[src/rtl/cfg_pkg.sv]
// Shared configuration constants and types for the bitstream loader and the
// fabric-side GlobalFSM, which must agree on the frame width.
package cfg_pkg;

  localparam int FRAME_W         = 77;
  localparam int NUM_FRAMES      = 16;
  localparam int BYTES_PER_FRAME = (FRAME_W + 7) / 8;

  localparam int FCNT_W    = $clog2(NUM_FRAMES + 1);
  localparam int BCNT_W    = $clog2(BYTES_PER_FRAME);
  // Number of payload bits carried by the final byte of a frame
  localparam int LAST_BITS = FRAME_W - 8 * (BYTES_PER_FRAME - 1);

  typedef enum logic [2:0] {
    S_IDLE,
    S_COLLECT,
    S_SEND,
    S_WAIT_DONE,
    S_DONE,
    S_ERROR
  } loader_state_t;

  typedef logic [1:0] err_code_t;

  localparam err_code_t ERR_NONE    = 2'd0;
  localparam err_code_t ERR_PAD     = 2'd1;
  localparam err_code_t ERR_TIMEOUT = 2'd2;

endpackage

[src/rtl/frame_packer.sv]
// Packs host bytes into one FRAME_W-bit frame, checks the padding bits of the
// final byte, and holds the finished frame until the fabric takes it.
module frame_packer
  import cfg_pkg::*;
(
  input  logic               clk,
  input  logic               rst,
  input  logic               clear_i,
  input  logic               collect_i,
  input  logic [7:0]         byte_i,
  input  logic               byte_v_i,
  output logic               byte_r_o,
  input  logic               frame_taken_i,
  output logic [FRAME_W-1:0] frame_o,
  output logic               frame_valid_o,
  output logic               frame_done_o,
  output logic               pad_err_o
);

  logic [BCNT_W-1:0]  byte_cnt_q, byte_cnt_d;
  logic [FRAME_W-1:0] frame_q, frame_d;
  logic               full_q, full_d;
  logic               byte_fire;
  logic               last_byte;

  assign byte_r_o      = collect_i && !full_q;
  assign byte_fire     = byte_v_i && byte_r_o;
  assign last_byte     = byte_fire && (byte_cnt_q == BCNT_W'(BYTES_PER_FRAME - 1));
  // Bits of the last byte beyond the frame width must be zero
  assign pad_err_o     = last_byte && (byte_i[7:LAST_BITS] != '0);
  assign frame_done_o  = last_byte && !pad_err_o;
  assign frame_o       = frame_q;
  assign frame_valid_o = full_q;

  always_comb begin
    byte_cnt_d = byte_cnt_q;
    frame_d    = frame_q;
    full_d     = full_q;
    if (clear_i) begin
      byte_cnt_d = '0;
      full_d     = 1'b0;
    end else begin
      if (byte_fire) begin
        if (last_byte) begin
          frame_d[FRAME_W-1 -: LAST_BITS] = byte_i[LAST_BITS-1:0];
          byte_cnt_d = '0;
          full_d     = !pad_err_o;
        end else begin
          for (int k = 0; k < BYTES_PER_FRAME - 1; k++) begin
            if (byte_cnt_q == BCNT_W'(k)) begin
              frame_d[8*k +: 8] = byte_i;
            end
          end
          byte_cnt_d = byte_cnt_q + BCNT_W'(1);
        end
      end
      if (frame_taken_i) begin
        full_d = 1'b0;
      end
    end
  end

  always_ff @(posedge clk) begin
    if (rst) begin
      byte_cnt_q <= '0;
      frame_q    <= '0;
      full_q     <= 1'b0;
    end else begin
      byte_cnt_q <= byte_cnt_d;
      frame_q    <= frame_d;
      full_q     <= full_d;
    end
  end

endmodule

[src/rtl/bitstream_loader.sv]
// Host-side bitstream source: collects bytes into frames, streams NUM_FRAMES
// frames to the fabric, then waits for the fabric's done with a timeout.
module bitstream_loader
  import cfg_pkg::*;
#(
  parameter int TIMEOUT_CYC = 1024
) (
  input  logic               clk,
  input  logic               rst,
  input  logic               start_i,
  input  logic [7:0]         byte_i,
  input  logic               byte_v_i,
  output logic               byte_r_o,
  output logic [FRAME_W-1:0] bit_o,
  output logic               bit_v_o,
  input  logic               bit_r_i,
  input  logic               done_i,
  output logic               busy_o,
  output logic               cfg_done_o,
  output logic               err_o,
  output logic [1:0]         err_code_o,
  output logic [FCNT_W-1:0]  frames_sent_o
);

  localparam int TMO_W = $clog2(TIMEOUT_CYC);

  loader_state_t     state_q, state_d;
  logic [FCNT_W-1:0] frames_q, frames_d;
  logic [FCNT_W-1:0] frames_inc;
  logic [TMO_W-1:0]  tmo_q, tmo_d;
  err_code_t         err_code_q, err_code_d;

  logic start_ok;
  logic frame_done;
  logic pad_err;
  logic frame_valid;
  logic frame_taken;

  frame_packer u_packer (
    .clk           (clk),
    .rst           (rst),
    .clear_i       (start_ok),
    .collect_i     (state_q == S_COLLECT),
    .byte_i        (byte_i),
    .byte_v_i      (byte_v_i),
    .byte_r_o      (byte_r_o),
    .frame_taken_i (frame_taken),
    .frame_o       (bit_o),
    .frame_valid_o (frame_valid),
    .frame_done_o  (frame_done),
    .pad_err_o     (pad_err)
  );

  // Valid comes only from the packer's holding register, never from bit_r_i
  assign bit_v_o     = frame_valid;
  assign frame_taken = frame_valid && bit_r_i;
  assign frames_inc  = frames_q + FCNT_W'(1);

  assign busy_o        = (state_q == S_COLLECT) || (state_q == S_SEND) ||
                         (state_q == S_WAIT_DONE);
  assign cfg_done_o    = (state_q == S_DONE);
  assign err_o         = (state_q == S_ERROR);
  assign err_code_o    = err_code_q;
  assign frames_sent_o = frames_q;

  always_comb begin
    state_d    = state_q;
    frames_d   = frames_q;
    tmo_d      = tmo_q;
    err_code_d = err_code_q;
    start_ok   = 1'b0;
    unique case (state_q)
      S_IDLE, S_DONE, S_ERROR: begin
        if (start_i) begin
          state_d    = S_COLLECT;
          frames_d   = '0;
          tmo_d      = '0;
          err_code_d = ERR_NONE;
          start_ok   = 1'b1;
        end
      end
      S_COLLECT: begin
        if (pad_err) begin
          state_d    = S_ERROR;
          err_code_d = ERR_PAD;
        end else if (frame_done) begin
          state_d = S_SEND;
        end
      end
      S_SEND: begin
        if (frame_taken) begin
          frames_d = frames_inc;
          if (frames_inc < FCNT_W'(NUM_FRAMES)) begin
            state_d = S_COLLECT;
          end else begin
            state_d = S_WAIT_DONE;
            tmo_d   = '0;
          end
        end
      end
      S_WAIT_DONE: begin
        // A done arriving on the final timeout cycle still wins
        if (done_i) begin
          state_d = S_DONE;
        end else if (tmo_q == TMO_W'(TIMEOUT_CYC - 1)) begin
          state_d    = S_ERROR;
          err_code_d = ERR_TIMEOUT;
        end else begin
          tmo_d = tmo_q + TMO_W'(1);
        end
      end
      default: begin
        state_d = S_IDLE;
      end
    endcase
  end

  always_ff @(posedge clk) begin
    if (rst) begin
      state_q    <= S_IDLE;
      frames_q   <= '0;
      tmo_q      <= '0;
      err_code_q <= ERR_NONE;
    end else begin
      state_q    <= state_d;
      frames_q   <= frames_d;
      tmo_q      <= tmo_d;
      err_code_q <= err_code_d;
    end
  end

endmodule
[config.mk]
export PLATFORM = sky130hd
export DESIGN_NAME = bitstream_loader
export DESIGN_NICKNAME = d
export VERILOG_FILES = /design/src/rtl/cfg_pkg.sv /design/src/rtl/frame_packer.sv /design/src/rtl/bitstream_loader.sv
export SDC_FILE = /design/constraint.sdc
export NUM_CORES = 1
export LEC_CHECK = 0
export CAP_MARGIN = 20
export CELL_PAD_IN_SITES_DETAIL_PLACEMENT = 1
export CELL_PAD_IN_SITES_GLOBAL_PLACEMENT = 2
export CORE_UTILIZATION = 28
export DETAILED_ROUTE_END_ITERATION = 7
export PLACE_DENSITY_LB_ADDON = 0.1
export SYNTH_ARGS = -nofsm -noshare
export SYNTH_HDL_FRONTEND = slang
export SYNTH_SLANG_ARGS = --single-unit
[constraint.sdc]
create_clock -name clk -period 2.49 [get_ports clk]
set_input_delay 0.498 -clock clk [delete_from_list [all_inputs] [get_ports clk]]
set_output_delay 0.498 -clock clk [all_outputs]
set_load 0.1 [all_outputs]
==> results.toml, run 1 <==
[sta]
setup_viol = 0
hold_viol_final = 0
finalCritPeriodShare_pct = 89.6
rsz0062_at_grt = "no"
period_needed_ns = 2.23
fmax_mhz = 448
tns_ns = 0
slew_headroom_pct = 54.3
worst_pin_slew_ns = 0.686
skew_ns = 0.00769
maxSlewViolCount = 0

[floorplan]
dieArea_sq_um = 15900
die_w_um = 126
top_level_ports = 103
core_area_sq_um = 14800
fp.dieH_um = 126
start_util_pct = 29.2
row_count = 44

[placed_design]
gp_congestion = 0.758
io_buffers = 102
dp_hpwl_um = 9870
dp.cells = 791

[power]
leakagePower_nw = 2.18
p_per_area_nw_per_um2 = 719
ir_worst_vdd_mv = 0.310

[detailed_routing]
drtPass1Iterations = 4
drt_iter0_drc = 254
via_per_inst = 5.09
ant_nets = 0
post_drt_wl_per_cell_um = 17.6
drc = 0
wirelength_um = 14200
num_vias = 4105

[synth]
synth_edf_count = 0
synthArstFlopShare_pct = 0
synth_ff_type = "dfxtp_1"
yosysWarnings = 0
syn_area_sq_um = 4300
syn_nets = 545
synth_area_per_cell_sq_um = 8.20
synth_most_common_cell = "dfxtp_1"
yosysTopAreaCellShare_pct = 47.4
synth-seq-cells = 102
yosys-top-cells-count = "dfxtp_1 (102), nand2_1 (86), a21oi_1 (82)"
ys_types = 47
ys_seq_area_share_pct = 47.4
yosys.area.top_type = "dfxtp_1"
synthCells = 525
yosys-top-cells-area = "dfxtp_1 (47%), a21oi_1 (9.5%), nand3_1 (8.1%)"

[clock_network]
numCtsBuffers = 9
h-tree-depth = 3
clk_pin_slew_ns = 0.07
cts_hold_buf = 0
clock-sinks = 102
postCtsSetupBuffers = 0
insertion_delay_ns = 0.35
cts_resized = 0
cts_buffer_depth = 2
cts_tree = "built"
cts-root-buf = "clkbuf_16"

[final_layout]
drive_above_1_share_pct = 21.7
area_growth_pct = 31.1
antenna_cells = 0
stdcell_count = 807
fin_nets = 638

[setup_path]
cp.arrival_ns = 1.73
crit_end = "byte_r_o"
r2r_end = "u_packer.frame_o[52]"
cp-start-kind = "flip-flop"
cp_max_fo = 13
critPathCaptureType = "primary output"
crit-reg2reg-launch = "state_q[1]"
required_ns = 1.99
r2r_setup_slack_ns = 0.31
startpoint = "state_q[1]"
worstSetupPathType = "flip-flop to primary output"
reg2reg_depth = 6

[global_routing]
grt_antenna_before_repair = 0
grt_pass1_wl_um = 22700
grtUsageTotal_pct = 18.3
grt_max_degree = 44
first_global_vias = 4110
grt_overflow = 0

[run_status]
outcome = "complete, no violations"

[hold_path]
hp-class = "flip-flop to flip-flop"

[flow_run]
max_cap_violations = 0
[layout by cell type (no fill, tap or decap), types with 7 or more instances in the layout]
cell	instances
nand2_1	86
nand3_1	70
o21ai_0	8
inv_1	7
dfxtp_1	100
nor2_1	32
a31oi_1	7
a21oi_1	81
mux2i_1	14
nand4_1	10
clkbuf_16	9
buf_4	104
clkdlybuf4s50_1	12
[final cells by class]
| class | instances | area, sq um |
|---|---|---|
| timing repair buffer | 122 | 1010 |
| multi-input combinational | 376 | 2060 |
| sequential | 102 | 2040 |
| tap | 184 | 230 |
| inverter | 7 | 26.3 |
| fill | 1770 | 9110 |
| clock inverter | 4 | 30.0 |
| clock buffer | 12 | 246 |
[metal layers]
| layer | share of wire [%] | GRT usage, % | vias up |
|---|---|---|---|
| met4 | 1.0 | 5.32 | 0 |
| li1 | - | - | 2033 |
| met2 | 47 | 30.0 | 79 |
| met3 | 5.0 | 3.36 | 9 |
| met5 | 0 | 0 | - |
| met1 | 47 | 24.4 | 1984 |
[critical path, stage by stage, from the launching register on]
cell     delay [ns]
dfxtp_1        0.44
or3b_1         0.57
nor2_2         0.19
buf_12         0.19
[worst min-delay path by stage]
stage	cells past startpoint	to	startpoint
final	2	u_packer.frame_o[3]	u_packer.frame_o[3]
after global routing	2	u_packer.frame_o[26]	u_packer.frame_o[26]
after CTS	2	u_packer.frame_o[3]	u_packer.frame_o[3]
after detailed placement	2	u_packer.frame_o[3]	u_packer.frame_o[3]
after global placement	2	u_packer.frame_o[63]	u_packer.frame_o[63]
after floorplan	2	tmo_q[9]	tmo_q[9]
[metrics by stage]
stage / hold WS [ns] / power, W / setup slack, ns / util, % / cell area (sq um)
floorplan: 0.459 / 0.00241 / 0.0918 / - / 4310
global placement: 0.443 / 0.00274 / 0.167 / 36.4 / 5370
detailed placement: 0.450 / 0.00275 / 0.157 / 36.4 / 5370
CTS: 0.460 / 0.00410 / 0.228 / 38.3 / 5640
global route: 0.480 / 0.00424 / 0.142 / 38.3 / 5640
finish: 0.456 / 0.00406 / 0.258 / 38.3 / 5640
[state kept, by name, summed over array words and instances (netlist names)]
name / count
err_code_o: 2
frames_sent_o: 5
state_q: 3
tmo_q: 10
u_packer.byte_cnt_q: 4
u_packer.frame_o: 77
u_packer.frame_valid_o: 1
[logic make-up (layout without fill, tap and decap cells)]
group | Yosys count | count (layout) | share of synthesized area [%]
AOI/OAI and AO/OA | 115 | 115 | 15.0
buffers and inverters | 47 | 145 | 4.83
muxes | 14 | 14 | 3.26
xor gates and xnor gates | 6 | 6 | 1.22
adders and majority gates | 6 | 6 | 1.74
DFF | 102 | 102 | 47.4
and+or+nand+nor | 235 | 235 | 26.5
[power breakdown]
group / switching (W) / internal, W / total [W] / leakage (nW)
Clock: 0.000644 / 0.000711 / 0.00136 / 0.133
Sequential: 0.0000355 / 0.00167 / 0.00170 / 0.823
Combinational: 0.000696 / 0.000304 / 0.00100 / 1.23
(Power assumes the default switching activity.)
==> run 2: changes to the inputs <==
--- a/config.mk
+++ b/config.mk
@@ -5,11 +5,13 @@
 export SDC_FILE = /design/constraint.sdc
 export NUM_CORES = 1
 export LEC_CHECK = 0
-export CAP_MARGIN = 20
+export ABC_AREA = 0
+export CAP_MARGIN = 0
 export CELL_PAD_IN_SITES_DETAIL_PLACEMENT = 1
 export CELL_PAD_IN_SITES_GLOBAL_PLACEMENT = 2
-export CORE_UTILIZATION = 28
+export CORE_UTILIZATION = 36
 export DETAILED_ROUTE_END_ITERATION = 7
+export DONT_BUFFER_PORTS = 1
 export PLACE_DENSITY_LB_ADDON = 0.1
 export SYNTH_ARGS = -nofsm -noshare
 export SYNTH_HDL_FRONTEND = slang
==> results.toml, run 2 (synthesis results as in run 1) <==
[run_status]
outcome = "finished, violations left"
violations = "design-rule violations"

[final_layout]
fillers = 1374
final_cell_mix = "dfxtp_1 (100), buf_4 (99), nand2_1 (86)"
drive_above_1_share_pct = 21.3
regArea_sq_um = 2040
multi_input_area_sq_um = 2060
largest_reg_flops = 77
area_growth_pct = 25.5
antenna_cells = 0
final_common_cell = "dfxtp_1"
fin_nets = 617

[floorplan]
core_area_sq_um = 11500
row_count = 39
top_level_ports = 103
die_w_um = 111
fp.dieH_um = 111
start_util_pct = 37.4
dieArea_sq_um = 12400

[detailed_routing]
num_vias = 4014
drc = 14
drtPass1Iterations = 6
post_drt_wl_per_cell_um = 17.6
via_per_inst = 5.39
dr_wl_met3_um = 743
wirelength_um = 13100
drt_iter0_drc = 220
ant_nets = 0
highest_layer = "met4"
drt-met1-wl_um = 6110
wl_met2_um = 6080

[setup_path]
r2r_end = "tmo_q[7]"
critPathCaptureType = "primary output"
required_ns = 1.99
startpoint = "state_q[0]"
critPathBufInv = 1
cp_cell_sequence = "or3b_1 > nor2_2 > buf_4"
crit_end = "byte_r_o"
crit_path_top_delay_cell = "or3b_1"
worstSetupPathType = "flip-flop to primary output"
cp-start-kind = "flip-flop"
r2r_setup_slack_ns = 0.31
path_delay_family = "simple AND/OR/NAND/NOR gates"
reg2reg_depth = 5
slowest_delay_ns = 0.51
cp_num_cells = 3
crit-reg2reg-launch = "state_q[1]"
cp_max_fo = 11
cp.arrival_ns = 1.78

[power]
p_seq_share_pct = 42.7
p_per_area_nw_per_um2 = 741
intPower_w = 0.00272
leakagePower_nw = 2.10
ir_worst_vdd_mv = 0.367
comb_power_share_pct = 20.4
clkPwrFrac_pct = 36.9
finalPower_w = 0.00401
p_switching_w = 0.00128
p_sw_share_pct = 32.0

[sta]
setup_viol = 0
maxSlewViolCount = 0
fmax_mhz = 438
hold_viol_final = 0
finalCritPeriodShare_pct = 91.6
worst_pin_slew_ns = 0.630
period_needed_ns = 2.28
skew_ns = 0.00908
slew_headroom_pct = 57.6
tns_ns = 0
rsz0062_at_grt = "no"
holdWs_ns = 0.225

[clock_network]
cts-root-buf = "clkbuf_16"
cts_tree = "built"
postCtsSetupBuffers = 0
h-tree-depth = 3
clock-sinks = 102
numCtsBuffers = 9
insertion_delay_ns = 0.36
cts_resized = 0
cts_hold_buf = 0
clk_pin_slew_ns = 0.07
cts_buffer_depth = 2

[placed_design]
io_buffers = 0
gp_congestion = 0.765
dp_hpwl_um = 8890

[hold_path]
hp-class = "primary input to flip-flop"
worstHoldStart = "rst"

[global_routing]
first_global_vias = 3935
grt_antenna_before_repair = 0
grt_pass1_wl_um = 21200
grt_overflow = 0
grt_max_degree = 96
grtUsageTotal_pct = 21.9

[flow_run]
max_cap_violations = 0
## run 2: cell count changes in the layout (fill, tap and decap cells not counted)
cell,change
buf_12,-3
clkinv_2,+1
clkbuf_8,+1
clkdlybuf4s50_1,-12
clkbuf_1,-2
buf_4,-5
clkinv_4,-1
buf_2,-1
bufinv_16,+1
## run 2: worst min-delay path by stage
stage | end | cells after the start
2_1_floorplan | tmo_q[9] | 2
3_3_place_gp | u_packer.frame_o[28] | 2
3_5_place_dp | u_packer.frame_o[1] | 2
4_1_cts | frames_sent_o[1] | 1
5_1_grt | frames_sent_o[4] | 1
6_report | state_q[1] | 1
## run 2: routing by layer
| layer | global-route usage, % | vias to the layer above |
|---|---|---|
| met5 | 0 | - |
| met1 | 29.0 | 1923 |
| li1 | - | 1982 |
| met2 | 34.6 | 96 |
| met4 | 9.01 | 0 |
| met3 | 4.63 | 13 |
## run 2: power groups by stage
| stage | combinational [W] | sequential [W] | clock (W) |
|---|---|---|---|
| after floorplan | 0.000552 | 0.00186 | 0 |
| after detailed placement | 0.000819 | 0.00175 | 0 |
| after global routing | 0.000874 | 0.00172 | 0.00158 |
| after global placement | 0.000808 | 0.00174 | 0 |
| final | 0.000817 | 0.00171 | 0.00148 |
| after CTS | 0.000820 | 0.00171 | 0.00151 |
## run 2: through the flow
step / cell area [sq um] / cells / utilization (%) / setup WS, ns
floorplan: 4310 / 525 / - / 0.0918
CTS: 5400 / 745 / 46.9 / 0.183
global placement: 5090 / 729 / 44.2 / 0.434
detailed placement: 5090 / 729 / 44.2 / 0.323
global route: 5400 / 745 / 46.9 / 0.148
finish: 5400 / 745 / 46.9 / 0.209
## run 2: layout make-up
class                   count  share of cell area (%)
clock buffers              11                    4.68
clock inverters             5                    1.04
inverters                   7                   0.486
multi-input cells         376                    38.1
flip-flops and latches    102                    37.8
well taps                 143                    3.31
repair buffers            101                    14.5
